==> src/rtl/de_pipe_stage.sv <==
// Decode-to-execute pipeline stage: valid/ready payload register with optional
// 2-entry skid buffer, flush-to-bubble and a saturating stall-cycle counter.
module de_pipe_stage #(
  parameter int unsigned      WIDTH  = 128,
  parameter bit               SKID   = 1'b1,
  parameter logic [WIDTH-1:0] BUBBLE = '0,
  parameter int unsigned      CNT_W  = 16
) (
  input  logic             CLK,
  input  logic             RSTN,
  input  logic             in_valid,
  output logic             in_ready,
  input  logic [WIDTH-1:0] in_data,
  output logic             out_valid,
  input  logic             out_ready,
  output logic [WIDTH-1:0] out_data,
  input  logic             flush,
  input  logic             stall_clr,
  output logic [CNT_W-1:0] stall_cnt
);

  typedef enum logic [1:0] {EMPTY, ONE, TWO} state_t;

  state_t           state_q, state_n;
  logic [WIDTH-1:0] main_q, main_n;
  logic [WIDTH-1:0] skid_q, skid_n;
  logic             rdy_q;
  logic             accept;
  logic             pop;

  assign out_valid = (state_q != EMPTY);
  assign out_data  = main_q;
  // Skid mode registers in_ready so out_ready never reaches it combinationally.
  assign in_ready  = SKID ? rdy_q : (!out_valid || out_ready);
  assign accept    = in_valid && in_ready && !flush;
  assign pop       = out_valid && out_ready;

  always_comb begin
    state_n = state_q;
    main_n  = main_q;
    skid_n  = skid_q;
    if (flush) begin
      state_n = EMPTY;
      main_n  = BUBBLE;
      skid_n  = BUBBLE;
    end else begin
      unique case (state_q)
        EMPTY: begin
          if (accept) begin
            state_n = ONE;
            main_n  = in_data;
          end
        end
        ONE: begin
          if (accept && pop) begin
            main_n = in_data;
          end else if (accept) begin
            state_n = TWO;
            skid_n  = in_data;
          end else if (pop) begin
            state_n = EMPTY;
            main_n  = BUBBLE;
          end
        end
        TWO: begin
          if (pop) begin
            state_n = ONE;
            main_n  = skid_q;
            skid_n  = BUBBLE;
          end
        end
        default: begin
          state_n = EMPTY;
          main_n  = BUBBLE;
          skid_n  = BUBBLE;
        end
      endcase
    end
  end

  always_ff @(posedge CLK or negedge RSTN) begin
    if (!RSTN) begin
      state_q <= EMPTY;
      main_q  <= BUBBLE;
      skid_q  <= BUBBLE;
      rdy_q   <= 1'b1;
    end else begin
      state_q <= state_n;
      main_q  <= main_n;
      skid_q  <= skid_n;
      rdy_q   <= (state_n != TWO);
    end
  end

  always_ff @(posedge CLK or negedge RSTN) begin
    if (!RSTN) begin
      stall_cnt <= '0;
    end else if (stall_clr) begin
      stall_cnt <= '0;
    end else if (out_valid && !out_ready && (stall_cnt != '1)) begin
      stall_cnt <= stall_cnt + 1'b1;
    end
  end

endmodule
==> config.mk <==
export PLATFORM = sky130hd
export DESIGN_NAME = de_pipe_stage
export DESIGN_NICKNAME = d
export VERILOG_FILES = /design/src/rtl/de_pipe_stage.sv
export SDC_FILE = /design/constraint.sdc
export NUM_CORES = 1
export LEC_CHECK = 0
export ABC_AREA = 1
export BUFFER_PORTS_ARGS = -buffer_cell sky130_fd_sc_hd__buf_2
export CELL_PAD_IN_SITES_DETAIL_PLACEMENT = 1
export CELL_PAD_IN_SITES_GLOBAL_PLACEMENT = 1
export CORE_AREA = 4 4 186 188
export CTS_BUF_LIST = sky130_fd_sc_hd__clkbuf_8
export CTS_CLUSTER_DIAMETER = 200
export DETAILED_ROUTE_END_ITERATION = 16
export DIE_AREA = 0 0 190 192
export GPL_TIMING_DRIVEN = 0
export PLACE_DENSITY = 0.83
export SLEW_MARGIN = 10
export SYNTH_ARGS = -nofsm -noshare
export SYNTH_HDL_FRONTEND = slang
export SYNTH_SLANG_ARGS = --single-unit
==> constraint.sdc <==
create_clock -name CLK -period 2.42 [get_ports CLK]
set_clock_uncertainty 0.2 [all_clocks]
set_input_delay 0.363 -clock CLK [delete_from_list [all_inputs] [get_ports CLK]]
set_output_delay 0.363 -clock CLK [all_outputs]
set_load 0.1 [all_outputs]
* Word level (Yosys, flattened, before mapping)
Cells that the tools add are included.
Storage, ports and cells: register bits after elaboration 275, input bits 134, output and inout port bits 146, logic and storage cells 49
Cells by class: add/subtract/negate cells 1, equality and inequality tests 11, mux-type cells 19, reductions and logical operators 13
Operators with widths (count):
- 128-bit two-way mux | 8
- 128-bit case mux with 3 select lines | 2
- 16-bit two-way mux | 2
- 16-bit by 1-bit adder with 16-bit output, second input constant | 1
- 16-bit inequality test, second input constant | 1
- 2-bit two-way mux | 6
- 3-bit inequality test, second input constant | 4
- 4-bit inequality test, second input constant | 2
- 4-bit AND reduction | 2
- 1-bit logical AND | 6
- 2-bit case mux with 3 select lines | 1
- 2-bit inequality test, second input constant | 2
- 2-bit nonzero test | 2
- 2-bit by 1-bit equality test with 1-bit output, second input constant | 1
- 2-bit equality test, second input constant | 1
- 1-bit logical NOT | 2
- 2-bit logical NOT | 1

* Depth between registers and ports, before layout
Gate-level depths: netlist of run 1.
depth after elaboration 8, mapped depth 10, gate-level depth less buffers 9

* Least setup slack after synthesis of run 1
No wires, ideal clock.
path kind reg2reg, start point register stall_cnt[1], end point register stall_cnt[12], library setup time 0.068 ns, data arrival time 2.280 ns, data required time 2.152 ns, setup slack -0.128 ns, cell stages (with the launch flop) 11, buffers on the path 1, clock period less this slack 2.548 ns, cells stage by stage dfrtp_1 > ha_1 > nand3_1 > inv_1 > nand2_1 > nor2_1 > nor2_1 > nor2_2 > buf_2 > nand2_1 > nand2_1
Between the ends: longest elaborated chain between the ends 3, elaborated cells on any way between the ends 6, those cells by class add/sub: 1; eq/ne: 1; mux: 2; reduce/logical: 2
Ends and longest elaborated chain:
- start: declaration | line 19 | output logic [CNT_W-1:0] stall_cnt
- start signal: assignment | line 101 | stall_cnt <= stall_cnt + 1'b1;
- 16-bit by 1-bit adder with 16-bit output / 16-bit inequality test (equally long branches) | line 101, 100
- 16-bit two-way mux / 1-bit logical AND (equally long branches) | line 100 | end else if (out_valid && !out_ready && (stall_cnt != '1)) begin
- 16-bit two-way mux / 2-bit nonzero test (equally long branches)
Parallel ways exist; a longest one is shown, timed or not. The select of a mux whose other input is x is not followed. A chain may end at the register's enable or synchronous reset.

* Worst setup path in the final report of run 1
start point register state_q[1], end point register main_q[6] (netlist: out_data[6])
Between the ends: longest elaborated chain between the ends 6, elaborated cells on any way between the ends 14, those cells by class eq/ne: 6; mux: 3; reduce/logical: 5
Ends and longest elaborated chain:
- start: declaration | line 24 | state_t state_q, state_n;
- start signal: assignment | line 88 | state_q <= state_n;
- 2-bit nonzero test | line 31 | assign out_valid = (state_q != EMPTY);
- 1-bit logical AND | line 36 | assign pop = out_valid && out_ready;
- 1-bit logical AND | line 55 | if (accept && pop) begin
- 128-bit two-way mux | line 55
- 128-bit case mux with 3 select lines | line 47 | unique case (state_q)
- 128-bit two-way mux | line 42 | if (flush) begin
- end signal: assignment | line 89 | main_q <= main_n;
- end: declaration | line 25 | logic [WIDTH-1:0] main_q, main_n;
Parallel ways exist; a longest one is shown, timed or not.

==> out/results.ini, run 1 <==
[route]
drtIter0Drc=1115
viasPerCell=5.372
ant_nets=0
routed_wl_mm=55.11
post_drt_wl_per_cell_um=20.19
vias=14670
drc_errors=0
drtPass1Iterations=5

[die]
core-area_mm2=0.03311
ioPinCount=280
rows=67
die_x_um=190
initial_core_util_pct=40.23
die_area_mm2=0.03648
die_h_um=192

[worst_setup_path]
crit_buf_inv=3
worstPathCellList=inv_4 > nor2_4 > o21ai_1 > nand2_1 > nor2_1 > buf_4 > clkbuf_4 > nand2_1 > nand2_1
rr_startpoint=state_q[1]
reg2reg_depth=9
endpoint_kind=flop
cp-start-kind=flop
path_class=flop to flop
path_common_cell=nand2_1
critPathTopFamily=buffers and inverters
r2r_slack_ns=0.07
crit_fanout=10
cp.arrival_ns=2.66
timing.rr.end=out_data[6]
worst_ep_required_time_ns=2.73
critPathMaxStageDelay_ns=0.48
crit_slowest_cell=dfrtp_1

[cells_and_area]
postLayoutCellArea_mm2=0.01772
final_nets=2384
syn_to_final_growth_pct=33.00
fill_cells=4218
final_layout_size_suffix_gt1_share_pct=20.35

[pwr]
peakVddDrop_v=0.0006433
powerDensity_mw_per_mm2=730.6
finalPower_w=0.01295
p_leak_nw=9.367

[global_routing]
grt_pass1_wl_mm=87.42
grt.total_usage_pct=29.95
grt_pass1_vias=15960
antenna_found_initial=4
gr-total-overflow=0
grt_max_degree=107

[place]
placed_area_mm2=0.01535
io_buffers=279
dp_hpwl_mm=34.48
gp_congestion=0.8366
post-place-ws_ns=-0.1017

[synth]
ys.flop_type=dfrtp_1
syn_inst=1782
postSynthAreaPerCell_um2=7.476
yosys_warnings=0
netlist_area_mm2=0.01332
ys_seq_area_share_pct=51.66
synth_edf_count=0
ys_types=26
synth_fp_nets=1917
synth-async-reset-ratio_pct=100.0
ys_seq_elements=275

[cts]
clock-root-buffer=clkbuf_8
cts_tree=built
clkTransAtPathRegs_ns=0.06
worst_skew_pair.late_latency_ns=0.58
clockBufferDepth=3
cts_num_sinks=275
htree_num_levels=2
cts-buffers-inserted=49

[timing]
post-route-period-util_pct=97.13
tightest_slew_ns=0.9286
slew_headroom_pct=38.10
max_freq_mhz=425.4
setup_violations=0
finalHoldViolations=0
finalCriticalPeriod_ns=2.351
rsz0062_at_grt=false
drv_slew=0
fin_ws_ns=0.06944

[run_status]
status=finished, final reports clean

[worst_hold_path]
hold_path_class=input port to async pin

[run]
drv_cap=0

==> metal layers <==
layer / up-vias / share of wire [%] / GRT usage, %
li1: 6697 / - / -
met1: 7292 / 40 / 37.06
met2: 534 / 50 / 53.09
met3: 138 / 6.1 / 5.144
met4: 4 / 3.3 / 10.24
met5: - / 0.047 / 0
==> flip-flops by register name, summed over array words and instances, names as in the netlist <==
signal	flops
state_q	2
out_data	128
skid_q	128
in_ready	1
stall_cnt	16
==> area by class of cell <==
class	instances	area, um2	share of cell area, %
repair buffers	417	2820	15.92
flip-flops and latches	275	6885	38.86
plain buffers	132	629.4	3.552
clock inverters	21	118.9	0.6708
inverters	22	85.08	0.4802
clock buffers	61	839.6	4.738
well taps	448	560.5	3.163
diodes	2	5.005	0.02824
multi-input cells	1352	5776	32.59
==> where the power goes <==
group / switching (W) / internal (W)
Combinational: 0.00278 / 0.000695
Clock: 0.00204 / 0.00236
Sequential: 0.000184 / 0.00489
Total: 0.00500 / 0.00794
==> layout by cell type (no fill, tap or decap), types with 19 or more instances in the layout <==
| master | n |
|---|---|
| nand2_1 | 832 |
| buf_2 | 352 |
| nand3_1 | 326 |
| dfrtp_1 | 272 |
| dlygate4sd3_1 | 134 |
| o21ai_0 | 113 |
| clkbuf_8 | 61 |
| inv_1 | 31 |
| clkbuf_1 | 30 |
| nor2_1 | 26 |
| o21ai_1 | 19 |
==> how the worst max path moves through the flow <==
stage / slack (ns) / cells past startpoint / startpoint / endpoint
CTS: 0.04 / 9 / state_q[1] / out_data[6]
finish: 0.07 / 9 / state_q[1] / out_data[6]
global route: 0.007 / 9 / in_ready / out_data[127]
detailed placement: -0.10 / 6 / flush / skid_q[86]
global placement: -5.01 / 1 / RSTN / stall_cnt[1]
floorplan: 0.04 / 9 / stall_cnt[2] / stall_cnt[12]
==> Yosys cell counts (4+ instances only) <==
master / count / area share [%]
nand2_1: 833 / 23
nand3_1: 326 / 12
dfrtp_1: 274 / 51
o21ai_0: 113 / 4.2
buf_2: 79 / 3.0
clkbuf_1: 45 / 1.3
nor2_1: 27 / 0.76
inv_1: 19 / 0.54
o21ai_1: 19 / 0.71
nand4_1: 14 / 0.66
buf_1: 8 / 0.23
nor2_2: 4 / 0.19
==> cells by family after synthesis <==
group / Yosys count / synth area share, %
adders and majority gates: 1 / 0.09390
xor gates and xnor gates: 3 / 0.1973
buffers and inverters: 155 / 5.137
DFF: 275 / 51.66
and+or+nand+nor: 1210 / 37.64
AOI/OAI and AO/OA: 138 / 5.269
==> through the flow <==
step                      setup TNS, ns  hold slack (ns)  instances  utilization (%)
after detailed placement         -1.172           0.1762       2511            46.35
after global placement         -1232.22           0.2569       2509            46.15
final                                 0           0.1512       2730            53.51
after global routing                  0           0.1960       2730            53.51
after floorplan                       0          -0.1326       1782                -
after CTS                             0           0.1461       2729            53.41
==> timing repair <==
item                                    4_1_cts  5_1_grt
pin swaps                                     1        0
setup buffers                                 2        0
hold buffers                                134        0
endpoints found under the setup margin      131      130
gates resized for setup                      15       21
hold endpoints to repair                    333        0
No activity file was read; power rests on OpenSTA's default activity.
==> inputs of run 2 (changes only) <==
--- a/config.mk
+++ b/config.mk
@@ -5,15 +5,15 @@
 export SDC_FILE = /design/constraint.sdc
 export NUM_CORES = 1
 export LEC_CHECK = 0
-export ABC_AREA = 1
+export ABC_AREA = 0
 export BUFFER_PORTS_ARGS = -buffer_cell sky130_fd_sc_hd__buf_2
 export CELL_PAD_IN_SITES_DETAIL_PLACEMENT = 1
 export CELL_PAD_IN_SITES_GLOBAL_PLACEMENT = 1
-export CORE_AREA = 4 4 186 188
+export CORE_AREA = 4 4 173 175
 export CTS_BUF_LIST = sky130_fd_sc_hd__clkbuf_8
 export CTS_CLUSTER_DIAMETER = 200
 export DETAILED_ROUTE_END_ITERATION = 16
-export DIE_AREA = 0 0 190 192
+export DIE_AREA = 0 0 177 179
 export GPL_TIMING_DRIVEN = 0
 export PLACE_DENSITY = 0.83
 export SLEW_MARGIN = 10
==> run 2 against run 1 <==
  * Highest routed layer is now met4
  * Sequential share of layout area increased by 2.7 points
  * Final cell count decreased by 27%
  * Register-to-register slack got worse by 0.03 ns
  * Worst setup slack got worse by 0.030 ns
  * Critical path type unchanged
  * Combinational power decreased by 11%
==> out/results.ini, run 2 <==
[run_status]
status=finished, final reports clean

[synth]
yosysTopAreaCell=dfrtp_1
ys_seq_elements=275  ; unchanged
synth_edf_count=0  ; unchanged
synth-async-reset-ratio_pct=100.0  ; unchanged
ys_types=40  ; +54%
synthTopCellsByArea=dfrtp_1 (56%), mux2i_1 (11%), o2bb2ai_1 (9.1%)
postSynthAreaPerCell_um2=11.02  ; +47%
ys.flop_type=dfrtp_1
synth_top_area_share_pct=55.77  ; +4.3 points
synth_fp_nets=1251  ; -35%
synthMostInstantiatedCell=dfrtp_1
syn_inst=1116  ; -37%
netlist_area_mm2=0.01229  ; -7.7%
synth_common_cells=dfrtp_1 (274), nand2_1 (134), inv_1 (132)
ys_seq_area_share_pct=55.98  ; +4.3 points
yosys_warnings=0  ; unchanged

[pwr]
finalPower_w=0.01258  ; -2.8%
powerDensity_mw_per_mm2=758.4  ; +3.8%
peakVddDrop_v=0.0004852  ; -25%
p_leak_nw=8.128  ; -13%

[die]
core-area_mm2=0.02847  ; -14%
ioPinCount=280  ; unchanged
rows=62  ; -7.5%
die_x_um=177  ; -6.8%
die_area_mm2=0.03168  ; -13%
die_h_um=179  ; -6.8%
initial_core_util_pct=43.18  ; +2.9 points

[route]
ant_nets=0  ; unchanged
drc_errors=0  ; unchanged
routed_wl_mm=45.24  ; -18%
post_drt_wl_per_cell_um=22.69  ; +12%
vias=11150  ; -24%
drtIter0Drc=753  ; -32%
viasPerCell=5.589  ; +4.0%
drtPass1Iterations=6  ; +1

[worst_setup_path]
reg2reg_depth=5  ; -4
cp-start-kind=flop
crit_fanout=10  ; unchanged
endpoint_kind=flop
worst_ep_required_time_ns=2.64  ; -0.09 ns
path_class=flop to flop
cp.arrival_ns=2.60  ; -0.06 ns

[cts]
clock-root-buffer=clkbuf_8
clockBufferDepth=3  ; unchanged
cts-buffers-inserted=48  ; -2.0%
cts_tree=built
clkTransAtPathRegs_ns=0.06  ; about the same
htree_num_levels=2  ; unchanged
worst_skew_pair.late_latency_ns=0.56  ; -0.02 ns
cts_num_sinks=275  ; unchanged

[timing]
post-route-period-util_pct=98.38  ; +1.2 points
tightest_slew_ns=0.7653  ; -0.1632 ns
fin_ws_ns=0.03922  ; -0.03022 ns
finalCriticalPeriod_ns=2.381  ; +0.03022 ns
slew_headroom_pct=48.51  ; +10 points
drv_slew=0  ; unchanged
max_freq_mhz=420.0  ; -1.3%
rsz0062_at_grt=true
setup_violations=0  ; unchanged
finalHoldViolations=0  ; unchanged

[cells_and_area]
final_common_cell=buf_2
syn_to_final_growth_pct=34.95
fin_util_pct=58.28  ; +4.8 points
final_nets=1714  ; -28%
final_cell_mix=buf_2 (317), dfrtp_1 (259), inv_1 (145)
final_layout_size_suffix_gt1_share_pct=27.55  ; +7.2 points

[global_routing]
grt.total_usage_pct=28.24  ; -1.7 points
gr-total-overflow=0  ; unchanged
antenna_found_initial=2  ; -2
grt_pass1_vias=12510  ; -22%
grt_max_degree=101  ; -5.6%
grt_pass1_wl_mm=70.80  ; -19%

[run]
drv_cap=0  ; unchanged

[place]
post-place-ws_ns=-0.3394  ; -0.2377 ns
dp_hpwl_mm=26.99  ; -22%
io_buffers=279  ; unchanged
gp_congestion=0.8324  ; -0.50%

[worst_hold_path]
min_path_cells=3
hold_path_class=input port to flop

run 2: cell count changes in the layout (fill, tap and decap cells not counted), sizes merged, moves of 127 or more:
cell / delta
a22oi: +127
nand3: -321
mux2i: +131
nand2: -699
o2bb2ai: +128
o21ai: -129
run 2: critical path, cell delays in order (launching register included):
cell and delay (ns):
dfrtp_1 0.44, or2_2 0.32, a21oi_1 0.17, clkbuf_2 0.38, clkbuf_4 0.37, mux2i_1 0.35
run 2: layout make-up:
cell class,instances,area (um2)
Inverter,132,495.5
Clock inverter,22,168.9
Multi-Input combinational cell,619,4532
Buffer,90,437.9
Sequential cell,275,6902
Fill cell,3071,11880
Timing Repair Buffer,413,2785
Antenna cell,2,5.005
Tap cell,384,480.5
Clock buffer,57,784.5
run 2: timing repair:
item | 4_1_cts | 5_1_grt
hold buffers | 132 | 0
resized for setup | 11 | 44
endpoints found under the setup margin | 207 | 214
buffers inserted | 0 | 0
endpoints found under the hold margin | 336 | 0
pin swaps | 0 | 0
run 2: power breakdown:
group | internal (W) | switching, W | total [W]
clock network | 0.00244 | 0.00194 | 0.00437
logic | 0.000737 | 0.00237 | 0.00311
registers | 0.00490 | 0.000204 | 0.00510
total | 0.00807 | 0.00451 | 0.0126
run 2: worst paths after layout:
path,start,to,slack (ns)
min in group asynchronous,RSTN,out_data[94],0.19
max,state_q[0],skid_q[69],0.04
min,out_ready,in_ready,0.13
min reg2reg,out_data[17],out_data[17],0.29
max reg2reg,state_q[0],skid_q[69],0.04
max in group asynchronous,RSTN,skid_q[121],0.87
run 2: metrics by stage:
step	hold slack [ns]	area, um2	std cells	setup TNS (ns)
3_3_place_gp	0.2668	14190	1779	-1254.30
6_report	0.1265	16590	1994	0
3_5_place_dp	0.2030	14250	1781	-43.54
5_1_grt	0.09562	16590	1994	-0.4533
4_1_cts	0.07491	16540	1992	0
2_1_floorplan	-0.1326	12310	1116	0
run 2: cell families (layout without fill, tap and decap cells):
kind of cell	after synthesis	after routing	share of synthesized area [%]
other	0	2	0
AO/OA/AOI/OAI	288	288	18.57
adder cells (fa/ha/maj)	1	1	0.1018
buffers and inverters	222	714	7.205
multiplexers	134	134	10.94
AND/OR/NAND/NOR	196	196	7.195
flip-flops	275	275	55.98
run 2: metal layers:
metal	wire length (um)	global-route usage, %	up-vias	share of wire, %
met3	2504	5.483	139	5.5
met1	17520	33.71	5692	39
li1	-	-	4878	-
met4	1942	12.19	0	4.3
met2	23280	49.87	436	51
met5	0	0	-	0
==> inputs of run 3 (changes only) <==
--- a/config.mk
+++ b/config.mk
@@ -9,13 +9,14 @@
 export BUFFER_PORTS_ARGS = -buffer_cell sky130_fd_sc_hd__buf_2
 export CELL_PAD_IN_SITES_DETAIL_PLACEMENT = 1
 export CELL_PAD_IN_SITES_GLOBAL_PLACEMENT = 1
-export CORE_AREA = 4 4 173 175
+export CORE_AREA = 4 4 167 169
 export CTS_BUF_LIST = sky130_fd_sc_hd__clkbuf_8
 export CTS_CLUSTER_DIAMETER = 200
+export CTS_CLUSTER_SIZE = 28
 export DETAILED_ROUTE_END_ITERATION = 16
-export DIE_AREA = 0 0 177 179
+export DIE_AREA = 0 0 171 173
 export GPL_TIMING_DRIVEN = 0
-export PLACE_DENSITY = 0.83
+export PLACE_DENSITY = 0.88
 export SLEW_MARGIN = 10
 export SYNTH_ARGS = -nofsm -noshare
 export SYNTH_HDL_FRONTEND = slang
==> constraint.sdc (replaced) <==
create_clock -name CLK -period 2.8 [get_ports CLK]
set_clock_uncertainty 0.2 [all_clocks]
set_input_delay 0.42 -clock CLK [delete_from_list [all_inputs] [get_ports CLK]]
set_output_delay 0.42 -clock CLK [all_outputs]
set_load 0.1 [all_outputs]
==> run 3 against run 2 <==
  * Clock power decreased by 61%
  * Sequential share of layout area up 2.2 points
  * Highest routed layer is now met5
  * Critical path depth shrank 2
  * Sequential power fell by 14%
  * Critical endpoint is now out_valid
  * Power down 30%
==> out/results.ini, run 3 (same netlist as run 2, synthesis figures left out) <==
[run_status]
status=finished, final reports clean

[die]
core-area_mm2=0.02658  ; -6.7%
die_h_um=173  ; -3.4%
initial_core_util_pct=46.26  ; +3.1 points
rows=60  ; -3.2%
die_area_mm2=0.02958  ; -6.6%
ioPinCount=280  ; unchanged
die_x_um=171  ; -3.4%

[cells_and_area]
final_common_cell=buf_2
final_cell_count_no_fill=1888  ; -5.3%
syn_to_final_growth_pct=27.87
fill_cells=2949  ; -4.0%
final_layout_size_suffix_gt1_share_pct=22.85  ; -4.7 points
fin_util_pct=59.15  ; +0.88 points
final_nets=1678  ; -2.1%
final_cell_mix=buf_2 (320), dfrtp_1 (274), inv_1 (135)

[place]
placed_cells=1739  ; -2.4%
io_buffers=279  ; unchanged
gp_congestion=0.8510  ; +2.2%
dp_hpwl_mm=27.35  ; +1.3%

[timing]
setup_violations=0  ; unchanged
slew_headroom_pct=27.10  ; -21 points
drv_slew=0  ; unchanged
tightest_slew_ns=1.084  ; +0.3182 ns
finalCriticalPeriod_ns=2.603
rsz0062_at_grt=false
max_freq_mhz=384.1
finalHoldViolations=0  ; unchanged
post-route-period-util_pct=92.97

[cts]
cts_num_sinks=275  ; unchanged
clock-root-buffer=clkbuf_8
clkTransAtPathRegs_ns=0.17  ; +0.11 ns
worst_skew_pair.late_latency_ns=0.55  ; about the same
cts_setup_buffers=0  ; unchanged
clockBufferDepth=3  ; unchanged
cts-buffers-inserted=13  ; -73%
htree_num_levels=1  ; -1
cts_tree=built

[global_routing]
grt_pass1_vias=12280  ; -1.8%
grt.total_usage_pct=29.51  ; +1.3 points
grt_pass1_wl_mm=70.03  ; -1.1%
grt_max_degree=86  ; -15%
antenna_found_initial=3  ; +1
gr-total-overflow=0  ; unchanged

[route]
drtPass1Iterations=5  ; -1
routed_wl_mm=44.79  ; -1.0%
drc_errors=0  ; unchanged
vias=10990  ; -1.4%
post_drt_wl_per_cell_um=23.72  ; +4.6%
viasPerCell=5.822  ; +4.2%
drtIter0Drc=1009  ; +34%
ant_nets=0  ; unchanged

[worst_setup_path]
cp-start-kind=flop
endpoint_kind=primary output
crit_fanout=10  ; unchanged
cp.arrival_ns=1.98  ; -0.62 ns
worst_ep_required_time_ns=2.18  ; -0.46 ns
critPathTopFamily=buffers and inverters
critPathMaxStageDelay_ns=0.47  ; +0.03 ns
crit_buf_inv=2  ; unchanged
crit_slowest_cell=dfrtp_1
worstPathCellList=clkbuf_1 > or2_2 > buf_2
path_class=flop to primary output

[pwr]
powerDensity_mw_per_mm2=559.8  ; -26%
finalPower_w=0.008800  ; -30%
p_leak_nw=7.654  ; -5.8%
peakVddDrop_v=0.0004195  ; -14%

[worst_hold_path]
hold_path_class=input port to flop

[run]
drv_cap=0  ; unchanged

-- run 3: cell count changes in the layout (fill, tap and decap cells not counted), sizes merged, moves of 2 or more --
| cell | before | now |
|---|---|---|
| inv | 145 | 135 |
| clkinv | 6 | 0 |
| clkbuf | 102 | 54 |
| buf | 326 | 331 |
| bufinv | 3 | 0 |
| dlygate4sd3 | 132 | 130 |
-- run 3: worst paths after layout --
kind | slack [ns] | from | end | cells after the start
worst max-delay path | 0.20 | state_q[1] | out_valid | 3
worst min-delay path | 0.06 | stall_clr | stall_cnt[0] | 3
max in group asynchronous | 1.04 | RSTN | in_ready | 4
worst min register to register | 0.31 | out_data[126] | out_data[126] | 1
worst max register to register | 0.21 | state_q[0] | out_data[36] | 6
min in group asynchronous | 0.17 | RSTN | out_data[64] | 2
-- run 3: routing by layer --
metal	global-route usage, %	wire (um)	vias up
met2	52.63	23380	432
met3	4.047	2328	116
met4	11.36	1795	2
li1	-	-	4789
met5	0	13	-
met1	35.98	17280	5652
-- run 3: timing repair --
| action | CTS | global route |
|---|---|---|
| hold endpoints to repair | 266 | 0 |
| hold buffers | 130 | 0 |
| setup endpoints to repair | 2 | 109 |
| resized for setup | 2 | 8 |
-- run 3: metrics by stage --
stage	TNS (ns)	setup slack, ns	hold slack, ns	cell area (um2)
final	0	0.1967	0.05793	15720
after detailed placement	-0.04800	-0.02307	0.1936	14210
after global placement	-1104.43	-4.055	0.2673	14120
after floorplan	0	0.1585	-0.07559	12290
after global routing	0	0.0009126	0.06326	15720
after CTS	0	0.04373	0.05100	15710
-- run 3: worst reg2reg max path, cell delays in order (launching register included) --
cell and delay [ns]:
dfrtp_1 0.45, clkbuf_1 0.32, o21ai_0 0.22, nand2_1 0.12
clkbuf_1 0.50, clkbuf_1 0.50, o2bb2ai_1 0.17
-- run 3: power by group --
part / switching, W / internal [W]
Clock: 0.00126 / 0.000439
Combinational: 0.00206 / 0.000628
Sequential: 0.000185 / 0.00423
Total: 0.00350 / 0.00530
-- run 3: cell type report --
class                           count  area, um2  share of cell area [%]
Sequential cell                   275       6883                   43.78
Multi-Input combinational cell    619       4526                   28.79
Timing Repair Buffer              412       2790                   17.75
Inverter                          132      495.5                   3.152
Tap cell                          341      426.7                   2.714
Buffer                             90      396.6                   2.523
Clock buffer                       13      178.9                   1.138
Clock inverter                      4      18.77                  0.1194
Antenna cell                        2      5.005                 0.03184
